===== config.mk =====
export PLATFORM = sky130hd
export DESIGN_NAME = dft_sequencer_flat
export DESIGN_NICKNAME = d
export VERILOG_FILES = /design/src/rtl/dft_sequencer_if.sv /design/src/rtl/dft_sequencer.sv /design/src/flat_wrapper.sv
export SDC_FILE = /design/constraint.sdc
export NUM_CORES = 1
export LEC_CHECK = 0
export ABC_CLOCK_PERIOD_IN_PS = 3910
export CAP_MARGIN = 20
export CELL_PAD_IN_SITES_DETAIL_PLACEMENT = 0
export CELL_PAD_IN_SITES_GLOBAL_PLACEMENT = 1
export CORE_ASPECT_RATIO = 1.1
export CORE_MARGIN = 4
export CORE_UTILIZATION = 45
export CTS_CLUSTER_DIAMETER = 120
export DETAILED_ROUTE_END_ITERATION = 7
export DONT_BUFFER_PORTS = 1
export PLACE_DENSITY_LB_ADDON = 0.1
export REMOVE_ABC_BUFFERS = 1
export SLEW_MARGIN = 40
export SYNTH_ARGS = -nofsm -noshare
export SYNTH_HDL_FRONTEND = slang
export SYNTH_SLANG_ARGS = --single-unit
export TNS_END_PERCENT = 50

===== constraint.sdc =====
create_clock -name clk -period 3.91 [get_ports clk]
set_input_delay 0.782 -clock clk [delete_from_list [all_inputs] [get_ports clk]]
set_output_delay 0.782 -clock clk [all_outputs]
set_load 0.05 [all_outputs]

===== src/rtl/dft_sequencer_if.sv =====
// Sequencer <-> DFT datapath: accumulator/twiddle control, magnitude launch,
// and the per-bin valid/ready output handshake.
interface dft_sequencer_if #(parameter int N_LOG2 = 4) ();
    logic [N_LOG2-1:0] samp_addr;
    logic [N_LOG2-1:0] tw_addr;
    logic              acc_clr;
    logic              acc_en;
    logic              mag_start;
    logic              mag_done;
    logic [N_LOG2-1:0] bin_idx;
    logic              bin_valid;
    logic              bin_ready;
    logic              frame_done;

    modport master (
        output samp_addr, tw_addr, acc_clr, acc_en, mag_start, bin_idx, bin_valid, frame_done,
        input  mag_done, bin_ready
    );

    modport slave (
        input  samp_addr, tw_addr, acc_clr, acc_en, mag_start, bin_idx, bin_valid, frame_done,
        output mag_done, bin_ready
    );
endinterface


===== src/rtl/dft_sequencer.sv =====
// Frame/bin sequencer for the DFT datapath: walks bins k, steps samples n with
// an additive twiddle index, launches magnitude and hands bins downstream.
module dft_sequencer #(
    parameter int N_LOG2 = 4
) (
    input  logic clk,
    input  logic rst,
    input  logic start,
    input  logic abort,
    input  logic frame_ready,
    output logic busy,
    dft_sequencer_if.master dp
);
    typedef enum logic [2:0] {
        IDLE, WAIT_FRAME, CLEAR, ACCUM, MAG, WAIT_MAG, OUTPUT, DONE
    } state_t;

    localparam logic [N_LOG2-1:0] LAST = '1;

    state_t            state;
    logic [N_LOG2-1:0] k;
    logic [N_LOG2-1:0] n;
    logic [N_LOG2-1:0] tw;

    assign dp.samp_addr = n;
    assign dp.tw_addr   = tw;
    assign dp.bin_idx   = k;

    always_ff @(posedge clk) begin
        if (!rst || (abort && state != IDLE)) begin
            state         <= IDLE;
            k             <= '0;
            n             <= '0;
            tw            <= '0;
            busy          <= 1'b0;
            dp.acc_clr    <= 1'b0;
            dp.acc_en     <= 1'b0;
            dp.mag_start  <= 1'b0;
            dp.bin_valid  <= 1'b0;
            dp.frame_done <= 1'b0;
        end else begin
            dp.acc_clr    <= 1'b0;
            dp.mag_start  <= 1'b0;
            dp.frame_done <= 1'b0;
            case (state)
                IDLE: if (start) begin
                    state <= WAIT_FRAME;
                    k     <= '0;
                    busy  <= 1'b1;
                end
                WAIT_FRAME: if (frame_ready) begin
                    state      <= CLEAR;
                    dp.acc_clr <= 1'b1;
                end
                CLEAR: begin
                    state     <= ACCUM;
                    n         <= '0;
                    tw        <= '0;
                    dp.acc_en <= 1'b1;
                end
                ACCUM: begin
                    // k*n mod N built by repeated addition; N_LOG2-bit wrap is the modulo
                    n  <= n + 1'b1;
                    tw <= tw + k;
                    if (n == LAST) begin
                        state        <= MAG;
                        dp.acc_en    <= 1'b0;
                        dp.mag_start <= 1'b1;
                    end
                end
                MAG: state <= WAIT_MAG;
                WAIT_MAG: if (dp.mag_done) begin
                    state        <= OUTPUT;
                    dp.bin_valid <= 1'b1;
                end
                OUTPUT: if (dp.bin_ready) begin
                    dp.bin_valid <= 1'b0;
                    if (k == LAST) begin
                        state         <= DONE;
                        dp.frame_done <= 1'b1;
                    end else begin
                        state      <= CLEAR;
                        k          <= k + 1'b1;
                        dp.acc_clr <= 1'b1;
                    end
                end
                DONE: begin
                    state <= IDLE;
                    k     <= '0;
                    busy  <= 1'b0;
                end
                default: state <= IDLE;
            endcase
        end
    end
endmodule

===== src/flat_wrapper.sv =====
// flat-port wrapper written by rule: the top's interface ports become plain ports
module dft_sequencer_flat 
#(
    parameter int N_LOG2 = 4
)
  (clk, rst, start, abort, frame_ready, busy, dp_samp_addr, dp_tw_addr, dp_acc_clr, dp_acc_en, dp_mag_start, dp_bin_idx, dp_bin_valid, dp_frame_done, dp_mag_done, dp_bin_ready);
  dft_sequencer_if #(.N_LOG2(N_LOG2)) dp_i ();
  input  logic clk;
  input  logic rst;
  input  logic start;
  input  logic abort;
  input  logic frame_ready;
  output logic busy;
  output wire logic [$bits(dp_i.samp_addr)-1:0] dp_samp_addr;
  output wire logic [$bits(dp_i.tw_addr)-1:0] dp_tw_addr;
  output wire logic [$bits(dp_i.acc_clr)-1:0] dp_acc_clr;
  output wire logic [$bits(dp_i.acc_en)-1:0] dp_acc_en;
  output wire logic [$bits(dp_i.mag_start)-1:0] dp_mag_start;
  output wire logic [$bits(dp_i.bin_idx)-1:0] dp_bin_idx;
  output wire logic [$bits(dp_i.bin_valid)-1:0] dp_bin_valid;
  output wire logic [$bits(dp_i.frame_done)-1:0] dp_frame_done;
  input wire logic [$bits(dp_i.mag_done)-1:0] dp_mag_done;
  input wire logic [$bits(dp_i.bin_ready)-1:0] dp_bin_ready;
  assign dp_samp_addr = dp_i.samp_addr;
  assign dp_tw_addr = dp_i.tw_addr;
  assign dp_acc_clr = dp_i.acc_clr;
  assign dp_acc_en = dp_i.acc_en;
  assign dp_mag_start = dp_i.mag_start;
  assign dp_bin_idx = dp_i.bin_idx;
  assign dp_bin_valid = dp_i.bin_valid;
  assign dp_frame_done = dp_i.frame_done;
  assign dp_i.mag_done = dp_mag_done;
  assign dp_i.bin_ready = dp_bin_ready;
  dft_sequencer #(.N_LOG2(N_LOG2)) u_core (.clk(clk), .rst(rst), .start(start), .abort(abort), .frame_ready(frame_ready), .busy(busy), .dp(dp_i));
endmodule

==> results of run 1 <==
-- cell usage after synthesis, types with 2 or more instances --
cell type,n,share of area
a21oi_1,21,0.097
dfxtp_1,21,0.39
nor2_1,12,0.042
nand3_1,10,0.046
nand2_1,7,0.024
o21ai_0,7,0.032
ha_1,5,0.058
nor3_1,5,0.023
and3_1,4,0.023
clkbuf_1,4,0.014
inv_1,4,0.014
buf_2,3,0.014
nand3b_1,3,0.021
nor2b_1,3,0.017
a2bb2oi_1,2,0.016
a31oi_1,2,0.012
or4_1,2,0.014
-- report_power, final --
part / total, mW / switching (mW) / internal (mW)
combinational: 0.0349 / 0.0210 / 0.0139
clock: 0.107 / 0.0677 / 0.0397
sequential: 0.240 / 0.0214 / 0.219
total: 0.382 / 0.110 / 0.272
-- worst max-delay path, cell delays in order, from the launching register on --
cell and delay, ps:
dfxtp_1 760, ha_1 380, a21oi_1 200, a21oi_1 110, or4_1 500, o211ai_1 90
-- cell families after synthesis --
group,count (synthesis),synth area share
mux,1,0.0104
xor+xnor,1,0.00810
simple gates,55,0.270
compound gates,39,0.205
flops,21,0.389
fa+ha+maj,6,0.0764
buf+inv,11,0.0417
-- metal layers --
layer / GRT usage / routed length (um) / vias to the layer above
met5: 0 / 0 / -
met4: 0.0747 / 21 / 0
met3: 0.0277 / 102 / 2
met2: 0.262 / 1150 / 12
met1: 0.217 / 1200 / 454
li1: - / - / 485
-- metrics by stage --
stage / setup WS [ps] / utilization / instances / total power, mW
2_1_floorplan: 1870 / - / 127 / 0.268
3_3_place_gp: 1900 / 0.482 / 158 / 0.279
3_5_place_dp: 1820 / 0.482 / 158 / 0.280
4_1_cts: 1790 / 0.493 / 162 / 0.387
5_1_grt: 1670 / 0.493 / 162 / 0.399
6_report: 1800 / 0.493 / 162 / 0.382
-- worst paths after layout --
path                             start              endpoint
hold reg to reg        u_core.state[2]       u_core.state[2]
setup reg to reg  u_core.dp.bin_idx[2]  u_core.dp.tw_addr[3]
hold / removal            dp_bin_ready     u_core.dp.acc_clr
setup / recovery  u_core.dp.bin_idx[2]  u_core.dp.tw_addr[3]
-- registers in the layout, indices dropped and copies added, names as in the netlist --
signal,flops
u_core.dp.bin_valid,1
u_core.state,3
u_core.dp.samp_addr,4
u_core.dp.mag_start,1
u_core.dp.tw_addr,4
u_core.dp.bin_idx,4
u_core.dp.frame_done,1
u_core.busy,1
u_core.dp.acc_en,1
u_core.dp.acc_clr,1
-- layout make-up --
type	count	area, um^2
clock buffer	4	26.3
fill	236	1150
inverter	4	15.0
multi-input combinational	102	616
sequential	21	420
tap	30	37.5
timing repair buffer	1	7.51
==> reports/metrics.csv, run 1 <==
stage,metric,value,unit
sta,RSZ-0062 raised after global routing,no,
clock_tree,depth of the CTS H-tree,1,
cells_and_area,highest-count cells in the layout ignoring fill and taps,"a21oi_1, dfxtp_1, nor2_1",
synth,Synth Flop Type,dfxtp_1,
power,Leak Pwr,0.397,nW
grt,vias in the first global route,883,
setup_path,CP Launch Type,flop,
drt,wire per inst,15.3,um
synth,Yosys reg bits,21,
grt,grt total ovfl,0,
drt,drt total wl,2480,um
clock_tree,"Hold-fix buffers, CTS",0,
cells_and_area,Layout Nets,146,
clock_tree,setup bufs post-CTS,0,
placement,Port Buffer Count,0,
grt,first-pass GRT wire length,3970,um
grt,initial antenna violation count,0,
synth,Cell variety after synth,36,
sta,Final Cycle Share,0.539,
drt,Initial DRT Pass Iterations,4,
setup_path,worst r2r path cells,5,
worst_hold_path,Hold/Removal Path Class,input pin to flop,
synth,"EDFF count, synth",0,
clock_tree,Inserted Clock Buffers,3,
run_status,status,"finished, final reports clean",
cells_and_area,fin area,0.00112,mm^2
floorplan,core footprint,0.00227,mm^2
grt,Tot GR Track Use,0.166,
sta,Final Slew Violations,0,
sta,highest clock rate,474,MHz
clock_tree,"Clk Latency, worst-skew pair",300,ps
setup_path,CP required,4150,ps
clock_tree,CTS tree,built,
placement,GP Congestion,0.742,
floorplan,Die ar.,0.00325,mm^2
placement,Placement Cell Area,0.00110,mm^2
synth,Synth Warn #,0,
drt,drt first-iter violations,16,
floorplan,Die Width,54.7,um
synth,Synth async-reset ratio,0,
cells_and_area,# diodes,0,
floorplan,Top Ports,25,
cells_and_area,Area Growth Syn to Fin,3.82,%
synth,cell count after synthesis,134,
power,VDD IR-drop max,0.000198,V
placement,HPWL after DPL,1740,um
setup_path,CP Capture Type,flop,
grt,largest net degree at the start of global routing,24,
clock_tree,clock sink count,21,
sta,Final Skew,1.82,ps
sta,pin slew with the least headroom to its limit,769,ps
floorplan,Initial Util,0.475,
cells_and_area,layout cells sized above 1,0.0530,
drt,vias per inst,5.88,
sta,"Hold Vio Cnt, Final",0,
synth,"Seq/Total Area, Yosys",0.389,
drt,drc violations,0,
clock_tree,clock root buffer master,clkbuf_4,
floorplan,row count,18,
sta,post-layout min period,2110,ps
setup_path,Crit Path Category,flop to flop,
clock_tree,cts repair resizes,0,
clock_tree,Bufs on Longest Clock Path,2,
clock_tree,clk slew on worst S/H paths,120,ps
power,pwr/cell area,341,mW/mm^2
synth,mapped cell area,0.00108,mm^2
drt,Post-DRT Antenna Nets,0,
sta,Slew headroom,0.486,
synth,Mean Syn Cell Area,8.07,um^2
floorplan,die height,59.4,um
drt,Via Count,953,
sta,TNS Setup,0,ps
setup_path,crit-path max FO,7,
flow_run,Max Cap Violations,0,
sta,final setup fails,0,
worst_hold_path,worst hold stages,2,
setup_path,slack of the worst reg-to-reg path,1800,ps
setup_path,crit path DAT,2340,ps
sta,WHS,627,ps
(Power assumes the default switching activity.)
==> run 2: changes to the inputs <==
--- a/config.mk
+++ b/config.mk
@@ -5,13 +5,13 @@
 export SDC_FILE = /design/constraint.sdc
 export NUM_CORES = 1
 export LEC_CHECK = 0
-export ABC_CLOCK_PERIOD_IN_PS = 3910
+export ABC_CLOCK_PERIOD_IN_PS = 2000
 export CAP_MARGIN = 20
 export CELL_PAD_IN_SITES_DETAIL_PLACEMENT = 0
 export CELL_PAD_IN_SITES_GLOBAL_PLACEMENT = 1
 export CORE_ASPECT_RATIO = 1.1
 export CORE_MARGIN = 4
-export CORE_UTILIZATION = 45
+export CORE_UTILIZATION = 44
 export CTS_CLUSTER_DIAMETER = 120
 export DETAILED_ROUTE_END_ITERATION = 7
 export DONT_BUFFER_PORTS = 1
==> constraint.sdc (replaced) <==
create_clock -name clk -period 2 [get_ports clk]
set_input_delay 0.4 -clock clk [delete_from_list [all_inputs] [get_ports clk]]
set_output_delay 0.4 -clock clk [all_outputs]
set_load 0.05 [all_outputs]
==> run 2 against run 1 <==
Compared with the run above: critical endpoint unchanged; first-iteration DRC count rose by 110%; total power up 96%; worst setup slack lost 1400 ps; critical path type unchanged; sequential power grew 90%.
==> reports/metrics.csv, run 2 (synthesis results as in run 1) <==
stage,metric,value,unit,change
floorplan,die height,60.0,um,+0.98%
sta,"Hold Vio Cnt, Final",0,,unchanged
grt,largest net degree at the start of global routing,23,,-4.2%
setup_path,Top Family by Delay on Critical Path,simple AND/OR/NAND/NOR gates,,
setup_path,most frequent CP cell,a21oi_1,,
setup_path,Setup crit start,u_core.dp.bin_idx[2],,
run_status,status,"finished, final reports clean",,
sta,post-layout min period,1640,ps,-471 ps
setup_path,CP Launch Type,flop,,
drt,drt first-iter violations,34,,+18
clock_tree,setup bufs post-CTS,0,,unchanged
flow_run,Max Cap Violations,0,,unchanged
cells_and_area,Area Growth Syn to Fin,13.0,%,
clock_tree,clk slew on worst S/H paths,120,ps,about the same
power,overall power,0.749,mW,+96%
sta,Final Cycle Share,0.819,,+0.280
placement,DP Cell Count,171,,+8.2%
grt,first-pass GRT wire length,4060,um,+2.3%
clock_tree,depth of the CTS H-tree,1,,unchanged
cells_and_area,Post-Layout Cell Count,175,,+8.0%
drt,wire per inst,14.5,um,-4.8%
sta,highest clock rate,610,MHz,+29%
setup_path,WP buf/inv,0,,unchanged
clock_tree,clock root buffer master,clkbuf_4,,
grt,grt total ovfl,0,,unchanged
power,Leak Pwr,0.470,nW,+18%
grt,vias in the first global route,946,,+7.1%
drt,drt total wl,2550,um,+2.9%
sta,TNS Setup,0,ps,unchanged
cells_and_area,layout cells sized above 1,0.145,,+0.0918
clock_tree,"Clk Latency, worst-skew pair",300,ps,about the same
drt,drc violations,0,,unchanged
sta,Final Slew Violations,0,,unchanged
cells_and_area,highest-count cells in the layout ignoring fill and taps,"a21oi_1, dfxtp_1, buf_4",,
cells_and_area,# diodes,0,,unchanged
placement,Place WS,422,ps,-1400 ps
setup_path,r2r endpoint,u_core.dp.tw_addr[3],,
sta,pin slew with the least headroom to its limit,562,ps,-207 ps
grt,Tot GR Track Use,0.153,,-0.0128
cells_and_area,Layout Nets,159,,+8.9%
power,pwr/cell area,614,mW/mm^2,+80%
setup_path,"slowest stage cell, crit path",or4_1,,
setup_path,crit path DAT,1870,ps,-470 ps
setup_path,Worst Setup EP,u_core.dp.tw_addr[3],,
placement,Port Buffer Count,0,,unchanged
floorplan,row count,18,,unchanged
placement,HPWL after DPL,1830,um,+5.2%
placement,GP Congestion,0.704,,-5.1%
setup_path,crit-path max FO,3,,-4
worst_hold_path,Hold/Removal Path Class,input pin to flop,,
floorplan,Die Width,55.3,um,+0.97%
clock_tree,CTS tree,built,,
clock_tree,cts repair resizes,0,,unchanged
setup_path,r2r startpoint,u_core.dp.bin_idx[2],,
setup_path,Crit Path Category,flop to flop,,
floorplan,Initial Util,0.471,,-0.00466
clock_tree,"Hold-fix buffers, CTS",0,,unchanged
drt,vias per inst,5.61,,-4.6%
drt,Initial DRT Pass Iterations,5,,+1
sta,final setup fails,0,,unchanged
setup_path,slack of the worst reg-to-reg path,360,ps,-1440 ps
drt,Via Count,982,,+3.0%
sta,Slew headroom,0.625,,+0.138
sta,Final Skew,2.55,ps,+0.730 ps
clock_tree,Bufs on Longest Clock Path,2,,unchanged
setup_path,crit-path cells,ha_1 -> a21oi_1 -> a21oi_1 -> or4_1 -> o211ai_1,,
setup_path,delay of the slowest critical-path stage,510,ps,-250 ps
setup_path,WP depth,5,,unchanged
setup_path,worst r2r path cells,5,,unchanged
floorplan,Die ar.,0.00331,mm^2,+2.0%
power,VDD IR-drop max,0.000383,V,+94%
sta,RSZ-0062 raised after global routing,no,,
setup_path,CP Capture Type,flop,,
drt,Post-DRT Antenna Nets,0,,unchanged
setup_path,CP required,2230,ps,-1920 ps
clock_tree,Inserted Clock Buffers,3,,unchanged
sta,setup ws final,362,ps,-1440 ps
clock_tree,clock sink count,21,,unchanged
sta,WHS,237,ps,-390 ps
grt,initial antenna violation count,0,,unchanged
floorplan,Top Ports,25,,unchanged
floorplan,core footprint,0.00230,mm^2,+0.99%
-- run 2: changes by cell type in the layout (fill, tap and decap cells not counted), sizes merged --
cell	change
clkinv	+1
buf	+13
clkbuf	-1
-- run 2: cell type report --
| type | count | area (um^2) |
|---|---|---|
| fillers | 242 | 1080 |
| clock buffers | 3 | 22.5 |
| clock inverters | 1 | 5.00 |
| repair buffers | 14 | 105 |
| multi-input cells | 102 | 616 |
| inverters | 4 | 15.0 |
| flip-flops and latches | 21 | 420 |
| well taps | 30 | 37.5 |
-- run 2: worst min-delay path by stage --
stage                           start                endpoint  cells after the start
6_report                 dp_bin_ready       u_core.dp.acc_clr                      2
2_1_floorplan            dp_bin_ready       u_core.dp.acc_clr                      2
3_5_place_dp   u_core.dp.samp_addr[2]  u_core.dp.samp_addr[2]                      2
5_1_grt                  dp_bin_ready       u_core.dp.acc_clr                      2
3_3_place_gp   u_core.dp.samp_addr[2]  u_core.dp.samp_addr[2]                      2
4_1_cts                  dp_bin_ready       u_core.dp.acc_clr                      2
-- run 2: stage by stage --
| stage | util | cell area, um^2 |
|---|---|---|
| floorplan | - | 1050 |
| global placement | 0.520 | 1190 |
| detailed placement | 0.520 | 1190 |
| CTS | 0.532 | 1220 |
| global route | 0.532 | 1220 |
| finish | 0.532 | 1220 |
-- run 2: report_power, final --
group          total, mW  internal [mW]  switching [mW]
Sequential         0.455          0.427          0.0272
Combinational     0.0885         0.0321          0.0564
Clock              0.206         0.0745           0.132
-- run 2: routing by layer --
metal  share of wire  vias to the layer above  global-route usage
met5               0                        -                   0
met4          0.0082                        0              0.0660
met3           0.038                        2              0.0281
met2            0.49                       17               0.265
met1            0.47                      456               0.188
li1                -                      507                   -
==> RTL edit 1: new RTL, settings of run 2 <==
Encoding of `state_t`: now Gray code (3 bits for 8 states).
--- a/src/rtl/dft_sequencer.sv
+++ b/src/rtl/dft_sequencer.sv
@@ -12,7 +12,7 @@
     dft_sequencer_if.master dp
 );
     typedef enum logic [2:0] {
-        IDLE, WAIT_FRAME, CLEAR, ACCUM, MAG, WAIT_MAG, OUTPUT, DONE
+        IDLE = 3'b000, WAIT_FRAME = 3'b001, CLEAR = 3'b011, ACCUM = 3'b010, MAG = 3'b110, WAIT_MAG = 3'b111, OUTPUT = 3'b101, DONE = 3'b100
     } state_t;
 
     localparam logic [N_LOG2-1:0] LAST = '1;
Check against the original RTL: no difference found for any inputs over 10 cycles, from zero or initial values; not proved beyond that.
==> RTL edit 1 against run 2 <==
  * Global-route usage increased by 0.69 points
  * Synthesized area up 5.1%
  * First-iteration DRC count decreased by 47%
  * Sequential cell count unchanged
  * Setup slack worse by 0.11 ns
  * Routed wire length increased by 2.4%
  * Sequential share of layout area down 1.6 points
  * Cell area rose by 5.0%
  * Non-clock buffer count up 2
  * Critical path type unchanged
Power is not compared: it rests on default switching activity, and its combinational part moved more than twofold at a synthesized area within 25%.
==> RTL edit 1: results (changes against run 2) <==
[status]
status = complete, no violations

[placement]
preCtsSetupSlack_ns = 0.276  ; -0.146 ns
portBuffers = 0  ; unchanged
routabilityCongestion = 0.759  ; +7.8%
dp_hpwl_um = 1900  ; +3.6%

[logic_synthesis]
synth_common_cells = dfxtp_1, a21oi_1, nor2_1
synthCells = 138  ; +3.0%
synth.distinct_cells = 34  ; -5.6%
seq_area_frac_synth_pct = 37.0  ; -1.9 points
synth_area_leaders = dfxtp_1, a21oi_1, ha_1
syn-cell-area_um2 = 1140  ; +5.1%

[layout]
fill_cells = 263  ; +8.7%
fin_nets = 163  ; +2.5%
fin_cells = 180  ; +2.9%
drive_above_1_share_pct = 16.1  ; +1.6 points

[sta]
period_minus_slack_ns = 1.75  ; +0.108 ns
worst_slew_pin_slew_ns = 0.529  ; -0.0328 ns
skew_ns = 0.00812  ; +0.00557 ns

[cts]
postCtsSetupBuffers = 0  ; unchanged
post_cts_resized = 0  ; unchanged
clk_pin_slew_ns = 0.13

[setup_path]
cp_max_fo = 16  ; +13
critical_path_arrival_ns = 2.00  ; +0.13 ns
r2r_slack_ns = 0.25  ; -0.11 ns

[route]
drt_wl_total_um = 2610  ; +2.4%
postRouteAntennaNets = 0  ; unchanged
drt-initial-drc-count = 18  ; -47%
vias = 1029  ; +4.8%
dr.pass1.iters = 4  ; -1

[global_route]
first_global_vias = 955  ; +0.95%
track_usage_pct = 16.0  ; +0.69 points
grt_first_pass_wirelength_um = 4370  ; +7.5%
grt_start_max_net_pins = 22  ; -4.3%

[RTL edit 1: changes by cell type in the layout (fill, tap and decap cells not counted), moves of 3 or more]
cell	change
nor3b_1	+3
a21oi_1	-4
o21ai_0	+4
nand3_1	-4
nor3_1	-3
nand4b_1	+3
or3_1	+3
or2_2	+3
[RTL edit 1: cell families (layout without fill, tap and decap cells)]
| kind of cell | count (synthesis) | in the layout | share of synthesized area (%) |
|---|---|---|---|
| adders and majority gates | 6 | 6 | 7.27 |
| xor gates and xnor gates | 1 | 1 | 0.771 |
| DFF | 21 | 21 | 37.0 |
| buffers and inverters | 11 | 22 | 4.08 |
| and+or+nand+nor | 59 | 59 | 30.2 |
| AOI/OAI and AO/OA | 40 | 40 | 20.7 |
[RTL edit 1: metrics by stage]
stage | power (W) | hold WS, ns | cell area [um2] | setup TNS [ns]
detailed placement | 0.000917 | 0.559 | 1260 | 0
floorplan | 0.000791 | 0.536 | 1100 | -0.0549
finish | 0.00112 | 0.227 | 1280 | 0
global route | 0.00119 | 0.215 | 1280 | 0
CTS | 0.00112 | 0.220 | 1280 | 0
global placement | 0.000906 | 0.556 | 1260 | 0
[RTL edit 1: worst paths after layout]
check | startpoint | cells past startpoint | endpoint
worst min-delay path | dp_bin_ready | 2 | u_core.dp.frame_done
worst max-delay path | u_core.state[0] | 4 | u_core.state[0]
worst max register to register | u_core.state[0] | 4 | u_core.state[0]
worst min register to register | u_core.state[2] | 2 | u_core.state[2]
[RTL edit 1: final cells by class]
cell class	instances	share of cell area, %
multi-input combinational	106	52.2
sequential	21	32.8
timing repair buffer	16	9.37
tap	31	3.02
clock buffer	4	2.05
inverter	2	0.585
[RTL edit 1: worst max-delay path, cell delays in order, from the launching register on]
cell	delay, ns
dfxtp_1	0.63
or3b_4	0.27
o211ai_2	0.12
or4b_1	0.53
a21oi_1	0.15
[RTL edit 1: where the power goes]
group	total [W]	switching, W	internal [W]	leakage (nW)
clock network	0.000211	0.000134	0.0000777	0.0150
registers	0.000567	0.000114	0.000453	0.170
logic	0.000336	0.000202	0.000134	0.335
[RTL edit 1: routing by layer]
metal | GRT usage (%) | wire (um) | vias up
met2 | 26.9 | 1260 | 23
met4 | 7.12 | 20 | 0
met5 | 0 | 0 | -
met3 | 3.98 | 130 | 2
li1 | - | - | 531
met1 | 19.8 | 1190 | 473
==> RTL edit 2: new RTL, settings of run 2 <==
Made on the original files. `N_LOG2` is set to 4 in 3 places; all go to 3.
--- a/src/rtl/dft_sequencer_if.sv
+++ b/src/rtl/dft_sequencer_if.sv
@@ -1,6 +1,6 @@
 // Sequencer <-> DFT datapath: accumulator/twiddle control, magnitude launch,
 // and the per-bin valid/ready output handshake.
-interface dft_sequencer_if #(parameter int N_LOG2 = 4) ();
+interface dft_sequencer_if #(parameter int N_LOG2 = 3) ();
     logic [N_LOG2-1:0] samp_addr;
     logic [N_LOG2-1:0] tw_addr;
     logic              acc_clr;
--- a/src/rtl/dft_sequencer.sv
+++ b/src/rtl/dft_sequencer.sv
@@ -1,7 +1,7 @@
 // Frame/bin sequencer for the DFT datapath: walks bins k, steps samples n with
 // an additive twiddle index, launches magnitude and hands bins downstream.
 module dft_sequencer #(
-    parameter int N_LOG2 = 4
+    parameter int N_LOG2 = 3
 ) (
     input  logic clk,
     input  logic rst,
--- a/src/flat_wrapper.sv
+++ b/src/flat_wrapper.sv
@@ -1,7 +1,7 @@
 // flat-port wrapper written by rule: the top's interface ports become plain ports
 module dft_sequencer_flat 
 #(
-    parameter int N_LOG2 = 4
+    parameter int N_LOG2 = 3
 )
   (clk, rst, start, abort, frame_ready, busy, dp_samp_addr, dp_tw_addr, dp_acc_clr, dp_acc_en, dp_mag_start, dp_bin_idx, dp_bin_valid, dp_frame_done, dp_mag_done, dp_bin_ready);
   dft_sequencer_if #(.N_LOG2(N_LOG2)) dp_i ();
Interface: changed (resized dp_bin_idx, dp_samp_addr and dp_tw_addr); port bits go from 25 to 22. The function was not compared with the original's and may differ.
==> RTL edit 2 against run 2 <==
  * Sequential share of layout area fell by 0.94 points
  * Worst hold slack improved by 0.041 ns
  * Synthesized cell count fell by 18%
  * Routed wire length fell by 21%
  * First-iteration DRC count fell by 44%
  * Sequential cell count fell by 3
  * Cell area fell by 12%
  * Synthesized area fell by 11%
  * Setup slack got worse by 0.088 ns
Power is not compared: it rests on default switching activity, and its combinational part moved more than twofold at a synthesized area within 25%.
==> RTL edit 2: results (changes against run 2) <==
[layout]
fin_nets = 138  ; -13%
fill_cells = 221  ; -8.7%
antenna_cells = 0  ; unchanged
drive_above_1_share_pct = 15.0  ; +0.52 points

[global_route]
grt_start_max_net_pins = 14  ; -39%
grtUsageMet2_pct = 24.8  ; -1.7 points
grt_util_met1_pct = 17.8  ; -1.0 points
first_global_vias = 784  ; -17%
use_met3_pct = 4.96  ; +2.2 points
grt_first_pass_wirelength_um = 3420  ; -16%
track_usage_pct = 15.0  ; -0.34 points

[sta]
worst_slew_pin_slew_ns = 0.567  ; +0.00508 ns
skew_ns = 0.00500  ; +0.00245 ns

[cts]
postCtsSetupBuffers = 0  ; unchanged
cts_buffer_depth = 2  ; unchanged
clk_pin_slew_ns = 0.11
clk_latency_ns = 0.29
htreeDepth = 1  ; unchanged
post_cts_resized = 0  ; unchanged
cts_made_buffers = 3  ; unchanged

[power]
power.ir.vdd_worst_uv = 492
power.leakage_nw = 0.454

[setup_path]
cp_max_fo = 2  ; -1
path_delay_family = adder cells
cp_slowest_stage_delay_ns = 0.37  ; -0.14 ns
reg2regPathDepth = 7  ; +2
cp_slowest_cell = fa_1
critical_path_arrival_ns = 1.92  ; +0.05 ns

[placement]
routabilityCongestion = 0.753  ; +6.9%
placed_area_um2 = 1040  ; -13%
preCtsSetupSlack_ns = 0.278  ; -0.144 ns
dp_hpwl_um = 1540  ; -16%

[route]
route.met3.wl_um = 151  ; +54%
wl_met2_um = 974  ; -21%
dr.pass1.iters = 4  ; -1
viasPerCell = 5.46  ; -2.7%
wl_per_cell_um = 13.6  ; -6.6%
wl_met1_um = 868  ; -27%
top_layer = met4
drt-initial-drc-count = 19  ; -44%

[logic_synthesis]
seq_area_frac_synth_pct = 37.6  ; -1.3 points
synth.distinct_cells = 35  ; -2.8%
synthArstFlopShare_pct = 0  ; unchanged
synth_common_cells = dfxtp_1, nor2_1, inv_1
synth_area_leaders = dfxtp_1, ha_1, nor2_1

[status]
status = complete, no violations

[worst_hold_path]
min_path_type = primary input to flip-flop

==> RTL edit 2: cell type report <==
class | instances | area [um2] | share of cell area, %
multi-input combinational | 75 | 520 | 48.4
tap | 28 | 35.0 | 3.26
sequential | 18 | 360 | 33.5
clock buffer | 4 | 36.3 | 3.37
timing repair buffer | 10 | 75.1 | 6.98
inverter | 13 | 48.8 | 4.53
==> RTL edit 2: worst paths after layout <==
kind / from / slack (ns) / end
max: u_core.dp.bin_idx[0] / 0.27 / u_core.dp.tw_addr[2]
min reg2reg: u_core.state[1] / 0.52 / u_core.state[1]
min: frame_ready / 0.28 / u_core.dp.acc_clr
max reg2reg: u_core.dp.bin_idx[0] / 0.27 / u_core.dp.tw_addr[2]
==> RTL edit 2: per-stage QoR <==
stage | std cells | hold WS, ns | setup TNS (ns) | total power [W]
detailed placement | 144 | 0.504 | 0 | 0.000812
CTS | 148 | 0.272 | 0 | 0.00104
finish | 148 | 0.277 | 0 | 0.00103
global placement | 144 | 0.496 | 0 | 0.000809
floorplan | 106 | 0.476 | -0.143 | 0.000734
global route | 148 | 0.273 | 0 | 0.00110
==> RTL edit 2: power by group <==
part	internal [W]	leakage [nW]	switching (W)	total, W
sequential	0.000395	0.146	0.000101	0.000496
clock	0.000111	0.0210	0.000117	0.000227
combinational	0.000121	0.287	0.000186	0.000307
total	0.000627	0.454	0.000404	0.00103
==> RTL edit 2: logic make-up after synthesis <==
| kind of cell | count (synthesis) | share of synthesized area, % |
|---|---|---|
| simple gates | 34 | 16.2 |
| fa+ha+maj | 10 | 13.8 |
| flops | 18 | 37.6 |
| buf+inv | 17 | 8.09 |
| compound gates | 28 | 21.1 |
| xor+xnor | 1 | 0.914 |
| mux | 2 | 2.22 |
